## src/rtl/seq_muldiv.sv

```systemverilog
// Sequential multiply/divide unit: shift-add multiply and restoring divide,
// one bit per cycle, with fixed latency of WIDTH+1 cycles from accepted start to done.
module seq_muldiv #(
  parameter int WIDTH = 32
) (
  input  logic             clk,
  input  logic             rst_n,
  input  logic             start,
  input  logic [1:0]       op,
  input  logic [WIDTH-1:0] a,
  input  logic [WIDTH-1:0] b,
  output logic             busy,
  output logic             done,
  output logic [WIDTH-1:0] hi,
  output logic [WIDTH-1:0] lo
);

  localparam logic [1:0] S_IDLE = 2'd0;
  localparam logic [1:0] S_MUL  = 2'd1;
  localparam logic [1:0] S_DIV  = 2'd2;
  localparam logic [1:0] S_FIX  = 2'd3;

  localparam int            CW   = $clog2(WIDTH);
  localparam logic [CW-1:0] LAST = CW'(WIDTH - 1);

  logic [1:0]         r_state;
  logic [CW-1:0]      r_cnt;
  logic [2*WIDTH:0]   r_acc;
  logic [WIDTH-1:0]   r_mb;
  logic [WIDTH-1:0]   r_a;
  logic               r_is_div;
  logic               r_neg_q;
  logic               r_neg_r;
  logic               r_bzero;
  logic               r_done;
  logic [WIDTH-1:0]   r_hi;
  logic [WIDTH-1:0]   r_lo;

  logic               w_signed_op;
  logic               w_a_neg;
  logic               w_b_neg;
  logic [WIDTH-1:0]   w_ma;
  logic [WIDTH-1:0]   w_mb;
  logic               w_accept;
  logic [WIDTH:0]     w_mul_sum;
  logic [2*WIDTH:0]   w_mul_next;
  logic [WIDTH+1:0]   w_div_shift;
  logic [WIDTH+1:0]   w_div_diff;
  logic [2*WIDTH:0]   w_div_next;
  logic [2*WIDTH-1:0] w_prod_fix;
  logic [WIDTH-1:0]   w_quo_fix;
  logic [WIDTH-1:0]   w_rem_fix;

  // Operands are reduced to magnitudes up front; -2^(WIDTH-1) maps onto itself,
  // which is its correct unsigned magnitude.
  assign w_signed_op = ~op[0];
  assign w_a_neg     = w_signed_op & a[WIDTH-1];
  assign w_b_neg     = w_signed_op & b[WIDTH-1];
  assign w_ma        = w_a_neg ? -a : a;
  assign w_mb        = w_b_neg ? -b : b;

  // The result cycle also accepts a new request so ops can run back to back.
  assign w_accept = start && ((r_state == S_IDLE) || (r_state == S_FIX));

  // Multiply step: accumulator is {carry, upper half, multiplier bits}.
  assign w_mul_sum  = r_acc[0] ? (r_acc[2*WIDTH:WIDTH] + {1'b0, r_mb}) : r_acc[2*WIDTH:WIDTH];
  assign w_mul_next = {1'b0, w_mul_sum, r_acc[WIDTH-1:1]};

  // Divide step: accumulator is {partial remainder, dividend/quotient bits}.
  assign w_div_shift = {r_acc[2*WIDTH:WIDTH], r_acc[WIDTH-1]};
  assign w_div_diff  = w_div_shift - {2'b00, r_mb};
  assign w_div_next  = w_div_diff[WIDTH+1]
                     ? {w_div_shift[WIDTH:0], r_acc[WIDTH-2:0], 1'b0}
                     : {w_div_diff[WIDTH:0],  r_acc[WIDTH-2:0], 1'b1};

  assign w_prod_fix = r_neg_q ? -r_acc[2*WIDTH-1:0] : r_acc[2*WIDTH-1:0];
  assign w_quo_fix  = r_neg_q ? -r_acc[WIDTH-1:0] : r_acc[WIDTH-1:0];
  assign w_rem_fix  = r_neg_r ? -r_acc[2*WIDTH-1:WIDTH] : r_acc[2*WIDTH-1:WIDTH];

  // NOTE: sequential state uses non-blocking assignments so every register
  // samples the pre-edge values regardless of statement order.
  always_ff @(posedge clk) begin
    if (!rst_n) begin
      r_state  <= S_IDLE;
      r_cnt    <= '0;
      r_acc    <= '0;
      r_mb     <= '0;
      r_a      <= '0;
      r_is_div <= 1'b0;
      r_neg_q  <= 1'b0;
      r_neg_r  <= 1'b0;
      r_bzero  <= 1'b0;
      r_done   <= 1'b0;
      r_hi     <= '0;
      r_lo     <= '0;
    end else begin
      r_done <= 1'b0;
      case (r_state)
        S_MUL: begin
          r_acc <= w_mul_next;
          r_cnt <= r_cnt + CW'(1);
          if (r_cnt == LAST) r_state <= S_FIX;
        end
        S_DIV: begin
          r_acc <= w_div_next;
          r_cnt <= r_cnt + CW'(1);
          if (r_cnt == LAST) r_state <= S_FIX;
        end
        S_FIX: begin
          if (!r_is_div) begin
            {r_hi, r_lo} <= w_prod_fix;
          end else if (r_bzero) begin
            r_hi <= r_a;
            r_lo <= '1;
          end else begin
            r_hi <= w_rem_fix;
            r_lo <= w_quo_fix;
          end
          r_done  <= 1'b1;
          r_state <= S_IDLE;
        end
        default: ;
      endcase

      // Placed after the case so a request taken in the result cycle wins the state.
      if (w_accept) begin
        r_state  <= op[1] ? S_DIV : S_MUL;
        r_cnt    <= '0;
        r_acc    <= {{(WIDTH+1){1'b0}}, w_ma};
        r_mb     <= w_mb;
        r_a      <= a;
        r_is_div <= op[1];
        r_neg_q  <= w_a_neg ^ w_b_neg;
        r_neg_r  <= w_a_neg;
        r_bzero  <= (b == '0);
      end
    end
  end

  // busy is masked in the done cycle, including when a new op was just accepted.
  assign busy = (r_state != S_IDLE) && !r_done;
  assign done = r_done;
  assign hi   = r_hi;
  assign lo   = r_lo;

endmodule

```

## config.mk

```make
export PLATFORM = sky130hd
export DESIGN_NAME = seq_muldiv
export DESIGN_NICKNAME = d
export VERILOG_FILES = /design/src/rtl/seq_muldiv.sv
export SDC_FILE = /design/constraint.sdc
export NUM_CORES = 1
export LEC_CHECK = 0
export CORE_ASPECT_RATIO = 0.75
export CORE_UTILIZATION = 46
export CTS_CLUSTER_DIAMETER = 30
export CTS_CLUSTER_SIZE = 10
export DETAILED_ROUTE_END_ITERATION = 8
export PLACE_DENSITY = 0.66
export SLEW_MARGIN = 10
export SYNTH_ARGS = -nofsm -noshare
export SYNTH_HDL_FRONTEND = slang
export SYNTH_SLANG_ARGS = --single-unit
```

## constraint.sdc

```tcl
create_clock -name clk -period 7.6 [get_ports clk]
set_clock_uncertainty 0.05 [all_clocks]
set_input_delay 1.52 -clock clk [delete_from_list [all_inputs] [get_ports clk]]
set_output_delay 1.52 -clock clk [all_outputs]
set_load 0.005 [all_outputs]
```

* After elaboration in Yosys (flattened, before gate mapping)
Index checks and enable logic that the tools add are counted.
Storage, ports and cells: output and inout bits 66, logic and storage cells 62, input port bits 69, register bits 205
Cells by class: add/sub/neg operators 8, bitwise gates (word level) 5, reduce and logical (&&, ||, !) cells 13, equality and inequality tests 5, muxes and demuxes 18
Operators with widths (number):
- $mux 32 | 9
- $pmux 65 s2 | 1
- $neg 32->32 | 4
- $mux 65 | 1
- $mux 64 | 1
- $neg 64->64 | 1
- $sub 34x32->34 | 1
- $add 33x32->33 | 1
- $mux 33 | 1
- $logic_not 32->1 | 1
- $mux 2 | 3
- $reduce_bool 3->1 | 2
- $add 5x1->5 const B | 1
- $eq 5x5->1 const B | 1
- $eq 2x2->1 const B | 2
- $pmux 2 s2 | 1
- $reduce_bool 2->1 | 2
- $reduce_or 2->1 | 2
- $ne 3x1->1 const B | 1
- $and 1x1->1 | 2
- $eq 2x1->1 const B | 1
- $logic_and 1x1->1 | 2
- $logic_not 2->1 | 1
- $not 1->1 | 2
- other kinds (5) | 5

* Longest topological paths before layout
depth in word-level cells 5, depth in mapped cells 14, gate-level depth less buffers 12

* Worst setup path after synthesis
No wires, ideal clock.
kind input -> register, from in a[0], to reg r_acc[29], slack 3.531 ns, setup time 0.132 ns, buffers on the path 0, cell stages on the path 9, data required time 7.418 ns, arrival time 3.887 ns, cell sequence or4_1 nor4_2 nand3b_1 nor4_1 nand2_1 or4_1 o31ai_1 xor2_1 a21oi_1
Between the ends: longest elaborated chain between the ends 3
Ends and longest elaborated chain:
- start: declaration | line 10 | input logic [WIDTH-1:0] a,
- $neg 32->32 | line 59 | assign w_ma = w_a_neg ? -a : a;
- $mux 32 | line 59
- $mux 32 | line 126 | if (w_accept) begin
- end signal: assignment | line 100 | r_acc <= w_mul_next;
- end signal: assignment | line 105 | r_acc <= w_div_next;
- end signal: assignment | line 129 | r_acc <= {{(WIDTH+1){1'b0}}, w_ma};
- end: declaration | line 28 | logic [2*WIDTH:0] r_acc;
Every way passes these cells. A chain may end at the register's enable or synchronous reset.

* Final worst setup path
Same ends and word-level chain as after synthesis.

==> key figures <==
Cells and area
  • Nets: 2277
  • Fillers: 3192
  • Area Overhead vs Synth: 18.83%
  • Register area: 4106 µm²
  • Layout cells sized above 1: 0.06556
  • Area of the multi-input gates: 11020 µm²
  • Design area: 19020 µm²
  • Diode count: 0

Pwr
  • Sw frac: 0.3823
  • Power per standard cell area: 282.2 nW/µm²
  • Leak Pwr: 7.593 nW
  • Max VDD drop: 0.3079 mV
  • Clock power share: 0.378
  • P_int: 3.316 mW
  • Part of the power in combinational logic: 0.365
  • Switching Power: 2.052 mW
  • Tot Pwr: 5.368 mW
  • Part of the power in registers: 0.256

Die
  • Die width: 217.4 µm
  • Starting Density: 0.4724
  • # rows: 58
  • Die H: 163.6 µm
  • Io pins: 135
  • Die area: 35560 µm²
  • Core Footprint: 33890 µm²

Worst hold path
  • Min-delay src: r_a[12]
  • Min-delay worst type: register to register

Critical path
  • Crit path max-delay family: simple AND/OR/NAND/NOR gates
  • Crit path arrival time: 5.36 ns
  • Worst setup SP type: primary input
  • Launching point of the worst reg2reg path: r_acc[2]
  • Endpoint class of the critical path: register
  • CP peak stage delay: 0.88 ns
  • Critical-path maximum fanout: 5
  • Slowest CP cell: nor4_1
  • Crit path kind: primary input to register
  • CP cell instances: clkdlybuf4s50_1 > or4_1 > nor4_2 > nand3b_1 > nor4_1 > nand2_1 > or4_1 > o31ai_1 > xor2_1 > a21oi_1
  • Crit. Startpoint: a[0]
  • CP Buf/Inv Count: 1
  • CP most frequent cell: or4_1
  • CP required: 7.96 ns

Timing
  • Final worst slack: 2.607 ns
  • Worst-margin pin slew: 1.208 ns
  • Hold Vio Cnt, Final: 0
  • Setup TNS: 0 ns
  • Fmax: 200.3 MHz
  • Crit share post-route: 0.6570
  • RSZ-0062 raised after global routing: false
  • Slew margin rel.: 0.1872
  • Fin crit period: 4.993 ns
  • Endpoints failing setup: 0
  • Fin Hold WS: 0.4144 ns
  • Max Transition Viols Final: 0

Placement
  • Routability cong.: 0.9693
  • Area of placed instances: 17450 µm²
  • Buffers on Ports: 134
  • DP HPWL: 38.90 mm
  • Post-placement setup slack: 2.394 ns

Clock tree
  • Clock Tree Root: clkbuf_16
  • Skew-Pair Late Insertion Delay: 0.54 ns
  • Setup bufs post-CTS: 0
  • CTS Hold Bufs: 0
  • CTS buffer count: 44
  • Deepest clock path buffer count: 3
  • CTS resizes: 0
  • Clk slew on worst S/H paths: 0.05 ns
  • CTS tree: yes
  • CTS sink cnt: 205
  • H-tree depth: 2

Detailed routing
  • Via density: 6.177
  • ANT nets after route: 0
  • Drt initial violations: 1644
  • DRC: 0
  • Routed via count: 16160
  • Wire per inst: 20.18 µm
  • Drt pass-1 iters: 5
  • Routed WL: 52.80 mm

Yosys
  • Post-synth top flop: dfxtp_1
  • Yosys synthesis warning count: 0
  • Yosys top cell by area: dfxtp_1
  • Mapped cell area: 16010 µm²
  • Syn Area/Cell: 7.624 µm²
  • Ranking of synthesized cells by area: dfxtp_1 26%, nand2_1 6.4%, xnor2_1 6.0%
  • Yosys top cell area share: 0.2563
  • Syn Inst Count: 2100
  • Seq/Total Area, Yosys: 0.2563
  • Unique masters post-synth: 80
  • Most numerous cell in the Yosys netlist: nand2_1
  • Most instantiated cells after synthesis: 275 x nand2_1, 205 x dfxtp_1, 160 x a21oi_1
  • Post-Synthesis Net Count: 2245
  • Ys async rst share: 0
  • Post-synth EDFFs: 0
  • Flops & latches, synth: 205

Global routing
  • Initial antenna violation count: 0
  • Total gr overflow: 0
  • First-pass GRT wire length: 83.07 mm
  • GRT Total Usage: 0.2934
  • Largest net degree at the start of global routing: 69
  • Number of global-route vias before repair: 14750

Run status
  • Outcome: finished clean

Flow run
  • Maxcap violations: 0
## metrics by stage
stage,instances,utilization
6_report,2616,0.5614
5_1_grt,2616,0.5614
4_1_cts,2616,0.5614
3_5_place_dp,2536,0.5150
3_3_place_gp,2536,0.5150
2_1_floorplan,2100,-
## state kept, by name, indices dropped and copies added (netlist names)
register,cells
r_state,2
r_acc,65
r_neg_q,1
done,1
r_mb,32
r_is_div,1
r_bzero,1
lo,32
r_neg_r,1
r_cnt,5
r_a,32
hi,32
## logic make-up (layout without fill, tap and decap cells)
family / after synthesis / count (layout) / synth area share
adder cells (fa/ha/maj): 76 / 76 / 0.06033
buffers and inverters: 235 / 301 / 0.05658
AND/OR/NAND/NOR: 627 / 627 / 0.1880
multiplexers: 49 / 49 / 0.03095
AO/OA/AOI/OAI: 706 / 706 / 0.2973
XOR/XNOR: 202 / 202 / 0.1105
flip-flops: 205 / 205 / 0.2563
## routing by layer
layer	global-route usage	vias up	part of all wire
li1	-	7731	-
met2	0.4218	612	0.41
met1	0.4426	7742	0.48
met5	0	-	0
met3	0.05419	73	0.085
met4	0.07010	0	0.019
## worst paths after layout
check	end	slack, ns	cells past startpoint
worst max-delay path	r_acc[29]	2.61	10
worst min-delay path	r_a[12]	0.41	2
worst max register to register	hi[5]	3.30	9
worst min register to register	r_a[12]	0.41	2
## placed cells by master (no fill, tap or decap), types with 26 or more instances in the layout
| cell type | instances |
|---|---|
| nand2_1 | 275 |
| dfxtp_1 | 203 |
| a21oi_1 | 159 |
| o21ai_0 | 156 |
| clkdlybuf4s50_1 | 133 |
| xnor2_1 | 110 |
| nor2_1 | 103 |
| xor2_1 | 92 |
| ha_1 | 73 |
| inv_1 | 62 |
| a21boi_0 | 48 |
| nand3_1 | 48 |
| clkbuf_16 | 46 |
| mux2i_1 | 45 |
| a21o_1 | 37 |
| o211ai_1 | 35 |
| o31ai_1 | 33 |
| o221ai_1 | 29 |
| o211a_1 | 28 |
| a2bb2oi_1 | 27 |
| or3_1 | 26 |
| buf_4 | 26 |
## area by class of cell
cell class / instances / share of cell area
multi-input cells: 1660 / 0.5795
clock buffers: 50 / 0.06235
well taps: 450 / 0.02960
clock inverters: 30 / 0.02026
flip-flops and latches: 205 / 0.2159
inverters: 62 / 0.01223
repair buffers: 159 / 0.08024
## power groups by stage
stage          logic, mW  registers, mW  clock network (mW)
3_5_place_dp        1.90           1.39                   0
3_3_place_gp        1.88           1.39                   0
6_report            1.96           1.38                2.03
2_1_floorplan       1.46           1.29                   0
5_1_grt             2.15           1.39                2.11
4_1_cts             1.92           1.37                2.05
## worst register-to-register path, cell delays in order, from the launching register on
cell and delay (ns):
dfxtp_1 0.38, or3_1 0.46, nor4_1 0.86, nand4bb_4 0.23, or3_1 0.63, nand2b_4 0.30, o21ai_0 0.22, xnor2_1 0.08
o21ai_0 0.80, o21ai_0 0.15
(Power assumes the default switching activity.)
